## src/rtl/hist_blkrcv_pkg.sv

```systemverilog
// Shared definitions for the history/channel block receiver: control-word layout,
// block size limit and the reader state encoding.
package hist_blkrcv_pkg;

    localparam int CW_FLAG = 15;
    localparam int LEN_MSB = 8;
    localparam int MAXBLK  = 512;
    localparam int LEN_W   = $clog2(MAXBLK);
    localparam int SRC_W   = 3;

    typedef enum logic {
        ST_POLL = 1'b0,
        ST_BODY = 1'b1
    } state_t;

    function automatic logic [15:0] sat_inc(input logic [15:0] v);
        return (v == 16'hFFFF) ? v : v + 16'd1;
    endfunction

endpackage

```

## src/rtl/hist_blkrcv_rr_ptr.sv

```systemverilog
// Round-robin source pointer: steps to the next producer port whenever advance is
// strobed, wrapping at NSRC.
module hist_blkrcv_rr_ptr
    import hist_blkrcv_pkg::*;
#(
    parameter int NSRC = 4
) (
    input  logic             clk,
    input  logic             reset,
    input  logic             advance,
    output logic [SRC_W-1:0] cur
);

    localparam logic [SRC_W-1:0] LAST = SRC_W'(NSRC - 1);

    always_ff @(posedge clk) begin
        if (reset) begin
            cur <= '0;
        end else if (advance) begin
            cur <= (cur == LAST) ? '0 : cur + 1'b1;
        end
    end

endmodule

```

## src/rtl/hist_blkrcv.sv

```systemverilog
// Block reader: polls NSRC give/have producers round-robin, takes one whole block per
// grant and forwards it with a one-cycle registered latency, counting bad CWs and stalls.
module hist_blkrcv
    import hist_blkrcv_pkg::*;
#(
    parameter int NSRC    = 4,
    parameter int TMOBITS = 8
) (
    input  logic                 clk,
    input  logic                 reset,
    output logic [NSRC-1:0]      give,
    input  logic [NSRC-1:0]      have,
    input  logic [16*NSRC-1:0]   din,
    input  logic                 afull,
    output logic [15:0]          dout,
    output logic                 dvalid,
    output logic                 dsof,
    output logic [2:0]           dsrc,
    output logic [15:0]          cw_err,
    output logic [15:0]          tmo_err
);

    // Last stalled cycle before the counter would reach all-ones.
    localparam logic [TMOBITS-1:0] TMO_LAST = {{(TMOBITS-1){1'b1}}, 1'b0};

    state_t             state;
    state_t             state_nx;
    logic [SRC_W-1:0]   cur;
    logic [LEN_W-1:0]   rem;
    logic [LEN_W-1:0]   rem_nx;
    logic [TMOBITS-1:0] tmo;
    logic [TMOBITS-1:0] tmo_nx;
    logic               advance;
    logic               cur_have;
    logic [15:0]        word;
    logic               fwd;
    logic               cw_bad;
    logic               tmo_hit;

    hist_blkrcv_rr_ptr #(.NSRC(NSRC)) u_rr_ptr (
        .clk     (clk),
        .reset   (reset),
        .advance (advance),
        .cur     (cur)
    );

    // Body reads ignore afull because room for the whole block was checked at the CW.
    always_comb begin
        give     = '0;
        cur_have = 1'b0;
        word     = '0;
        for (int i = 0; i < NSRC; i++) begin
            if (cur == SRC_W'(i)) begin
                cur_have = have[i];
                word     = din[16*i +: 16];
                give[i]  = ~reset & ((state == ST_BODY) | ~afull);
            end
        end
    end

    always_comb begin
        state_nx = state;
        rem_nx   = rem;
        tmo_nx   = tmo;
        advance  = 1'b0;
        fwd      = 1'b0;
        cw_bad   = 1'b0;
        tmo_hit  = 1'b0;
        case (state)
            ST_POLL: begin
                if (!afull) begin
                    if (cur_have) begin
                        if (word[CW_FLAG]) begin
                            fwd    = 1'b1;
                            rem_nx = word[LEN_MSB:0];
                            tmo_nx = '0;
                            if (word[LEN_MSB:0] == '0) begin
                                advance = 1'b1;
                            end else begin
                                state_nx = ST_BODY;
                            end
                        end else begin
                            cw_bad = 1'b1;
                        end
                    end else begin
                        advance = 1'b1;
                    end
                end
            end
            ST_BODY: begin
                if (cur_have) begin
                    fwd    = 1'b1;
                    rem_nx = rem - 1'b1;
                    tmo_nx = '0;
                    if (rem == LEN_W'(1)) begin
                        advance  = 1'b1;
                        state_nx = ST_POLL;
                    end
                end else begin
                    tmo_nx = tmo + 1'b1;
                    if (tmo == TMO_LAST) begin
                        tmo_hit  = 1'b1;
                        advance  = 1'b1;
                        state_nx = ST_POLL;
                    end
                end
            end
            default: state_nx = ST_POLL;
        endcase
    end

    always_ff @(posedge clk) begin
        if (reset) begin
            state   <= ST_POLL;
            rem     <= '0;
            tmo     <= '0;
            dout    <= '0;
            dvalid  <= 1'b0;
            dsof    <= 1'b0;
            dsrc    <= '0;
            cw_err  <= '0;
            tmo_err <= '0;
        end else begin
            state  <= state_nx;
            rem    <= rem_nx;
            tmo    <= tmo_nx;
            dvalid <= fwd;
            dsof   <= fwd & (state == ST_POLL);
            if (fwd) begin
                dout <= word;
            end
            if (fwd && state == ST_POLL) begin
                dsrc <= cur;
            end
            if (cw_bad) begin
                cw_err <= sat_inc(cw_err);
            end
            if (tmo_hit) begin
                tmo_err <= sat_inc(tmo_err);
            end
        end
    end

endmodule
```

## config.mk

```make
export PLATFORM = sky130hd
export DESIGN_NAME = hist_blkrcv
export DESIGN_NICKNAME = d
export VERILOG_FILES = /design/src/rtl/hist_blkrcv_pkg.sv /design/src/rtl/hist_blkrcv_rr_ptr.sv /design/src/rtl/hist_blkrcv.sv
export SDC_FILE = /design/constraint.sdc
export NUM_CORES = 1
export LEC_CHECK = 0
export ABC_AREA = 1
export CAP_MARGIN = 5
export CORE_ASPECT_RATIO = 0.5
export CORE_MARGIN = 2
export CORE_UTILIZATION = 45
export CTS_CLUSTER_SIZE = 40
export DETAILED_ROUTE_END_ITERATION = 6
export HOLD_SLACK_MARGIN = 0.1
export PLACE_DENSITY = 0.76
export SETUP_SLACK_MARGIN = 0.5
export SYNTH_ARGS = -nofsm -noshare
export SYNTH_HDL_FRONTEND = slang
export SYNTH_HIERARCHICAL = 1
export SYNTH_SLANG_ARGS = --single-unit
```

## constraint.sdc

```tcl
create_clock -name clk -period 2.5 [get_ports clk]
set_input_delay 0.25 -clock clk [delete_from_list [all_inputs] [get_ports clk]]
set_output_delay 0.25 -clock clk [all_outputs]
set_load 0.05 [all_outputs]
```

==> out/results.ini <==
[synthesis]
yosys-top-cells-area = dfxtp_1 (33%), nand2_1 (12%), nand3_1 (8.8%), nor2_1 (6.6%), nand4_1 (4.9%)
yosys.area.top_type = dfxtp_1
ys_seq_area_share_pct = 33.13
synth.avg_cell_area_um2 = 6.796
netlist-cell-type-count = 33
synth_seq_cells = 74
synth_area_um2 = 4472
synth-async-reset-ratio_pct = 0
ys_warn_count = 6
ys.flop_type = dfxtp_1
synth_top_area_share_pct = 33.13
synthCells = 658
synth_edf_count = 0
mappedNetlistNets = 736

[timing]
rsz0062_at_grt = true
relSlewSlack_pct = 63.68
slew_violations = 0
fmax_mhz = 511.9
timing.final.crit_share_pct = 78.14
hold_viol = 0
worstMarginPinSlew_ns = 0.5431
fin_ws_ns = 0.5464
setup_viol = 0
period_minus_slack_ns = 1.954
fin_hold_ws_ns = 0.4510
finClkSkew_ns = 0.005996
setup-tns-final_ns = 0

[final_layout]
fin_cells = 946
fin_nets = 884
area_delta_synth_final_pct = 48.13
final_common_cell = nand2_1
num_antenna_cells = 0
mostFrequentLayoutCells = nand2_1 (145), clkdlybuf4s50_1 (122), nand3_1 (72)
drive_gt1_share_pct = 15.41
n_fill_cell = 782

[placed_design]
io_buffers = 127
numPlacedInstances = 907
dpl.hpwl_um = 9180
pre_cts_ws_ns = 0.01447
gp_congestion = 0.8941

[floorplanning]
dieArea_um2 = 10800
die_width_um = 145.0
num_io_pins = 128
die_y_um = 74.49
fp.coreArea_um2 = 9540
initial_core_util_pct = 46.87
rows = 25

[setup_path]
required_ns = 2.73
cp.arrival_ns = 2.18
endpoint_kind = flip-flop
cp_slowest_cell = dfxtp_4
rrSetupSlack_ns = 0.55
crit_type = reg2reg
cp_top_family = simple AND/OR/NAND/NOR gates
path_cells = inv_6, nor2_4, inv_4, nor2_1, nor2_2, nand3_1, nor2_4, nand3_2, a21oi_4, nand3_2, nand2_1, nor2_1
start_kind = flip-flop
slowest_delay_ns = 0.39
crit_fanout = 14
path_buf_inv = 2

[global_routing]
grt_pass1_wl_um = 20890
antenna_found_initial = 0
top_usage_layer = met2
grt_pass1_vias = 4573
met3_usage_pct = 6.933
gr-usage-all-layers_pct = 23.77
grt_use_met2_pct = 42.01
grt_start_max_net_pins = 38
grt_overflow_total = 0
globalRouteMet1Util_pct = 29.06

[clocking]
cts_tree = yes
insertion_delay_ns = 0.34
hold_buffers = 0
root_buffer = clkbuf_16
cts_made_buffers = 9
cts_htree_levels = 3
cts_num_sinks = 74
clock_path_buffers = 2
clkTransAtPathRegs_ns = 0.06

[routing]
routed_wl_um = 13250
ant_nets = 0
drt_pass1_iterations = 5
wl_per_cell_um = 14.01
post-route-drc-count = 0
viasPerCell = 5.279
vias = 4994
initialDrtViolationCount = 305

[pwr]
switching_share_pct = 42.24
switchingPower_mw = 2.539
pwr-share-seq_pct = 25.5
p_leak_nw = 2.565
p_comb_share_pct = 50.8
vdd_drop_max_uv = 485.9
pwr-share-clk_pct = 23.8
p_per_area_nw_per_um2 = 907.4
p_int_mw = 3.471

[job]
maxCapViolations = 0

[outcome]
status = finished, final reports clean

[worst_hold_path]
hp-class = reg2reg

[power by group through the flow]
stage	combinational [mW]	clock [mW]	sequential (mW)
after floorplan	1.54	0	1.83
after global placement	2.55	0	1.53
after detailed placement	2.57	0	1.54
after CTS	2.74	1.45	1.53
after global routing	3.30	1.51	1.55
final	3.05	1.43	1.53
[cell usage after synthesis (13+ instances only)]
| cell type | number |
|---|---|
| dfxtp_1 | 74 |
| nand2_1 | 147 |
| nand3_1 | 79 |
| nand4_1 | 35 |
| xnor2_1 | 15 |
| o21ai_0 | 34 |
| inv_1 | 44 |
| a21oi_1 | 43 |
| nor2_1 | 79 |
| clkbuf_1 | 13 |
| xor2_1 | 19 |
[through the flow]
stage	instance area (um2)	power, mW	utilization, %
3_3_place_gp	5911	4.077	61.95
3_5_place_dp	5911	4.107	61.95
6_report	6624	6.010	69.43
5_1_grt	6624	6.362	69.43
4_1_cts	6362	5.724	66.69
2_1_floorplan	4474	3.369	-
[cells by family (layout without fill, tap and decap cells)]
logic type	count (synthesis)	count (layout)	synth area share (%)
AO/OA/AOI/OAI	91	91	11.33
XOR/XNOR	34	34	6.659
adder cells (fa/ha/maj)	7	7	1.959
buffers and inverters	78	230	7.918
flip-flops	74	74	33.13
AND/OR/NAND/NOR	374	375	39.00
[worst paths after layout]
check	from	endpoint	cells past startpoint
setup / recovery	u_rr_ptr/cur[1]	u_rr_ptr/cur[0]	12
hold / removal	dsrc[2]	dsrc[2]	2
setup reg to reg	u_rr_ptr/cur[1]	u_rr_ptr/cur[0]	12
hold reg to reg	dsrc[2]	dsrc[2]	2
[routing by layer]
metal  share of wire, %  wire length, um
met1                 43             5632
met2                 49             6509
met3                6.8              901
met4                1.6              208
met5                  0                0
[flip-flops by register name, summed over array words and instances (netlist names)]
register,count
cw_err,16
dsrc,3
dout,16
state,1
tmo_err,16
dsof,1
tmo,8
u_rr_ptr/cur,3
dvalid,1
rem,9
[cell type report]
| class | instances | area, um2 | area share, % |
|---|---|---|---|
| inverter | 48 | 192.7 | 2.909 |
| tap | 135 | 168.9 | 2.550 |
| multi-input combinational | 507 | 2800 | 42.27 |
| clock inverter | 5 | 86.33 | 1.303 |
| sequential | 74 | 1495 | 22.57 |
| clock buffer | 11 | 242.7 | 3.665 |
| timing repair buffer | 166 | 1638 | 24.73 |
[worst register-to-register path, delay by kind of cell (launching register included)]
family,cells,cell delay (ns)
DFF,1,0.39
and+or+nand+nor,9,0.97
AOI/OAI and AO/OA,1,0.25
buffers and inverters,2,0.24
[repair_timing]
item / in CTS / in global routing
pin swaps: 5 / 15
cloned: 0 / 1
setup buffers: 7 / 15
endpoints found under the setup margin: 75 / 56
gates resized for setup: 22 / 35
endpoints found under the hold margin: 0 / 0
Note: power is estimated with default switching activity, not from simulation.
==> patch 1 (same flow settings) <==
Make the reset (`reset`) asynchronous in 2 clocked blocks.
--- a/src/rtl/hist_blkrcv_rr_ptr.sv
+++ b/src/rtl/hist_blkrcv_rr_ptr.sv
@@ -13,7 +13,7 @@
 
     localparam logic [SRC_W-1:0] LAST = SRC_W'(NSRC - 1);
 
-    always_ff @(posedge clk) begin
+    always_ff @(posedge clk or posedge reset) begin
         if (reset) begin
             cur <= '0;
         end else if (advance) begin
--- a/src/rtl/hist_blkrcv.sv
+++ b/src/rtl/hist_blkrcv.sv
@@ -109,7 +109,7 @@
         endcase
     end
 
-    always_ff @(posedge clk) begin
+    always_ff @(posedge clk or posedge reset) begin
         if (reset) begin
             state   <= ST_POLL;
             rem     <= '0;
Check against the original RTL: differs if reset is asserted again (counterexample within 4 cycles, from zero or initial values and one cycle with reset high); with reset held inactive, the same outputs for 10 cycles.
==> patch 1 against the unedited design <==
  * Setup slack improved by 0.020 ns
  * Final area fell by 1.8%
  * Critical path type unchanged
  * Sequential cell count unchanged
  * Count of clock-buffer cells in the layout did not move
  * Wire length fell by 11%
  * Total power grew 17%
  * First-iteration DRC count fell by 11%
  * Via count fell by 11%
  * Combinational power increased by 38%
  * Area after synthesis up 0.31%
==> patch 1: results (changes against the unedited design) <==
grt_max_degree: 72  # +89%
drive_gt1_share_pct: 14.2  # -1.2 points
firstDrtPassIters: 4  # -1
synth_nets: 682  # -7.3%
dp_hpwl_microns: 8670  # -5.5%
drtIter0Drc: 272  # -11%
synthTopCellsByCount: "nand2_1, dfrtp_1, nor2_1"
crit_fanout: 12  # -2
fillers: 786  # +0.51%
synthTopCellsByArea: "dfrtp_1, nand2_1, xor2_1"
place_congestion: 0.851  # -4.9%
synthArstFlopShare_pct: 100  # +100 points
ys_seq_area_share_pct: 41.3  # +8.2 points
use_met2_pct: 39.9  # -2.1 points
maxSlewHeadroom_pct: 64.4  # +0.72 points
status: "finished clean"
hold_path.class: "in2async"
routedLengthMet1_microns: 5600  # -0.62%
avgRoutedWirePerCell_microns: 13.3  # -5.0%
leakagePower_nw: 2.91  # +13%
met3_usage_pct: 5.71  # -1.2 points
vias: 4435  # -11%
pre_cts_ws_ns: 0.207  # +0.193 ns
wl_met3_microns: 548  # -39%
critPathArrivalTime_ns: 2.14  # -0.04 ns
wl_met2_microns: 5520  # -15%
dpl_cell_area_sq_mm: 0.00597  # +0.95%
track_usage_pct: 23.0  # -0.75 points
ir_drop_mv: 0.651  # +34%
r2r_cells: 11  # -1
[patch 1: changes by cell type in the layout (fill, tap and decap cells not counted), moves of 5 or more]
cell | unedited run | this run
dfrtp_1 | 0 | 71
a21oi_1 | 42 | 3
xor2_1 | 19 | 32
nand4_1 | 35 | 20
xnor2_1 | 15 | 7
nand2_1 | 145 | 189
o21ai_2 | 10 | 5
dfxtp_1 | 69 | 0
nand3_1 | 72 | 50
nand3_2 | 7 | 2
nor2_1 | 66 | 39
[patch 1: critical path, stage by stage (launching register included)]
cell	delay, ns
dfrtp_1	0.43
buf_6	0.17
nor2_4	0.07
nand3_1	0.09
nand3_2	0.11
nor2_4	0.17
nand2_2	0.08
nor2_2	0.14
nand4_1	0.16
a21oi_4	0.20
buf_4	0.14
a21oi_1	0.05
[patch 1: cells by family (layout without fill, tap and decap cells)]
group	Yosys count	in the layout	synth area share [%]
AND/OR/NAND/NOR	350	350	34.2
buffers and inverters	77	228	7.53
flip-flops	74	74	41.3
AO/OA/AOI/OAI	57	57	7.39
XOR/XNOR	39	39	7.62
adder cells (fa/ha/maj)	7	7	1.95
[patch 1: metrics by stage]
stage               cells  utilization, %
finish                890            68.0
global route          890            68.0
CTS                   878            65.9
detailed placement    860            62.3
global placement      860            62.3
floorplan             604               -
[patch 1: cell type report]
| cell class | count | share of cell area, % |
|---|---|---|
| Clock buffer | 11 | 3.58 |
| Clock inverter | 1 | 0.115 |
| Inverter | 56 | 3.48 |
| Multi-Input combinational cell | 453 | 37.9 |
| Sequential cell | 74 | 28.5 |
| Tap cell | 135 | 2.60 |
| Timing Repair Buffer | 160 | 23.8 |
[patch 1: power groups by stage]
| stage | Sequential, mW | Combinational [mW] | Clock [mW] |
|---|---|---|---|
| final | 1.73 | 4.22 | 1.09 |
| after global routing | 1.78 | 4.61 | 1.16 |
| after CTS | 1.72 | 3.80 | 1.11 |
| after detailed placement | 1.73 | 3.59 | 0 |
| after global placement | 1.72 | 3.55 | 0 |
| after floorplan | 2.27 | 2.05 | 0 |
[patch 1: repair_timing]
item / CTS / global route
pin swaps: 5 / 18
setup buffers: 6 / 12
endpoints found under the setup margin: 50 / 51
gates resized for setup: 17 / 34
[patch 1: path summary, 6_finish.rpt]
path | from | slack (ns) | endpoint
max reg2reg | u_rr_ptr/cur[0] | 0.57 | u_rr_ptr/cur[2]
min reg2reg | dout[2] | 0.47 | dout[2]
min | reset | 0.18 | u_rr_ptr/cur[0]
max in group asynchronous | reset | 1.72 | tmo_err[5]
max | u_rr_ptr/cur[0] | 0.57 | u_rr_ptr/cur[2]
min in group clk | dout[2] | 0.47 | dout[2]
==> patch 2 (same flow settings) <==
Without the edit above. Change the parameter `TMOBITS` from 8 to 9.
--- a/src/rtl/hist_blkrcv.sv
+++ b/src/rtl/hist_blkrcv.sv
@@ -4,7 +4,7 @@
     import hist_blkrcv_pkg::*;
 #(
     parameter int NSRC    = 4,
-    parameter int TMOBITS = 8
+    parameter int TMOBITS = 9
 ) (
     input  logic                 clk,
     input  logic                 reset,
Check against the original RTL: no difference found for any inputs over 4 cycles, from zero or initial values and one cycle with reset high; that may be too few to reach the edited logic, so the function may still have changed.
==> patch 2 against the unedited design <==
  * First-iteration DRC count increased by 61%
  * Critical endpoint is now state
  * Total power decreased by 9.2%
  * Clock power decreased by 7%
  * Area after synthesis increased by 2.9%
  * Highest routed layer unchanged
  * Largest cell class unchanged
  * Setup slack got worse by 0.049 ns
  * Wire length increased by 9.0%
  * Final area increased by 1.1%
  * Sequential cell count increased by 1
==> patch 2: results (changes against the unedited design) <==
status: "finished clean"
crit_fanout: 7  # -7
grt_pass1_vias: 4628  # +1.2%
use_met2_pct: 45.0  # +3.0 points
power.internal_mw: 3.15  # -9.4%
drive_gt1_share_pct: 13.0  # -2.5 points
met3_usage_pct: 7.07  # +0.13 points
grt_max_degree: 41  # +7.9%
synthTopCellsByCount: "nand2_1, nand3_1, dfxtp_1"
yosys.area_share.adder_pct: 1.90  # -0.056 points
fillers: 871  # +11%
signal_buffers: 158  # -4.8%
synth_nets: 774  # +5.2%
coreArea_sq_mm: 0.0101  # +5.7%
track_usage_pct: 25.0  # +1.2 points
final-clk-cell-share_pct: 4.56  # -0.41 points
yosysUniqueCellTypes: 30  # -9.1%
synthTopCellsByArea: "dfxtp_1, nand2_1, nand3_1"
avgRoutedWirePerCell_microns: 14.7  # +5.1%
cts_sinks: 75  # +1.4%
met1_usage_pct: 30.7  # +1.7 points
critPathArrivalTime_ns: 2.24  # +0.06 ns
layout.cells.non_filler: 981  # +3.7%
synth_cells: 696  # +5.8%
r2r_slack_ns: 0.50  # -0.05 ns
## patch 2: logic make-up (layout without fill, tap and decap cells)
family | count (synthesis) | in the layout
xor+xnor | 34 | 34
fa+ha+maj | 7 | 7
flops | 75 | 75
compound gates | 86 | 86
buf+inv | 93 | 237
simple gates | 401 | 402
## patch 2: repair_timing
item	in CTS	in global routing
buffers inserted	3	13
resized for setup	16	38
setup endpoints to repair	73	72
pin swaps	3	16
gates cloned	1	0
## patch 2: how the worst min path moves through the flow
stage                     slack, ns  startpoint         endpoint
after CTS                      0.46     dsrc[0]          dsrc[0]
after detailed placement       0.45     dsrc[0]          dsrc[0]
after global placement         0.43     dsrc[2]          dsrc[2]
after global routing           0.48     dsrc[2]          dsrc[2]
final                          0.46     dsrc[0]          dsrc[0]
after floorplan                0.41       reset  u_rr_ptr/cur[2]
## patch 2: per-layer routing
layer	vias up	part of all wire [%]
met3	22	6.8
met4	0	1.7
met5	-	0
li1	2589	-
met2	208	47
met1	2383	44
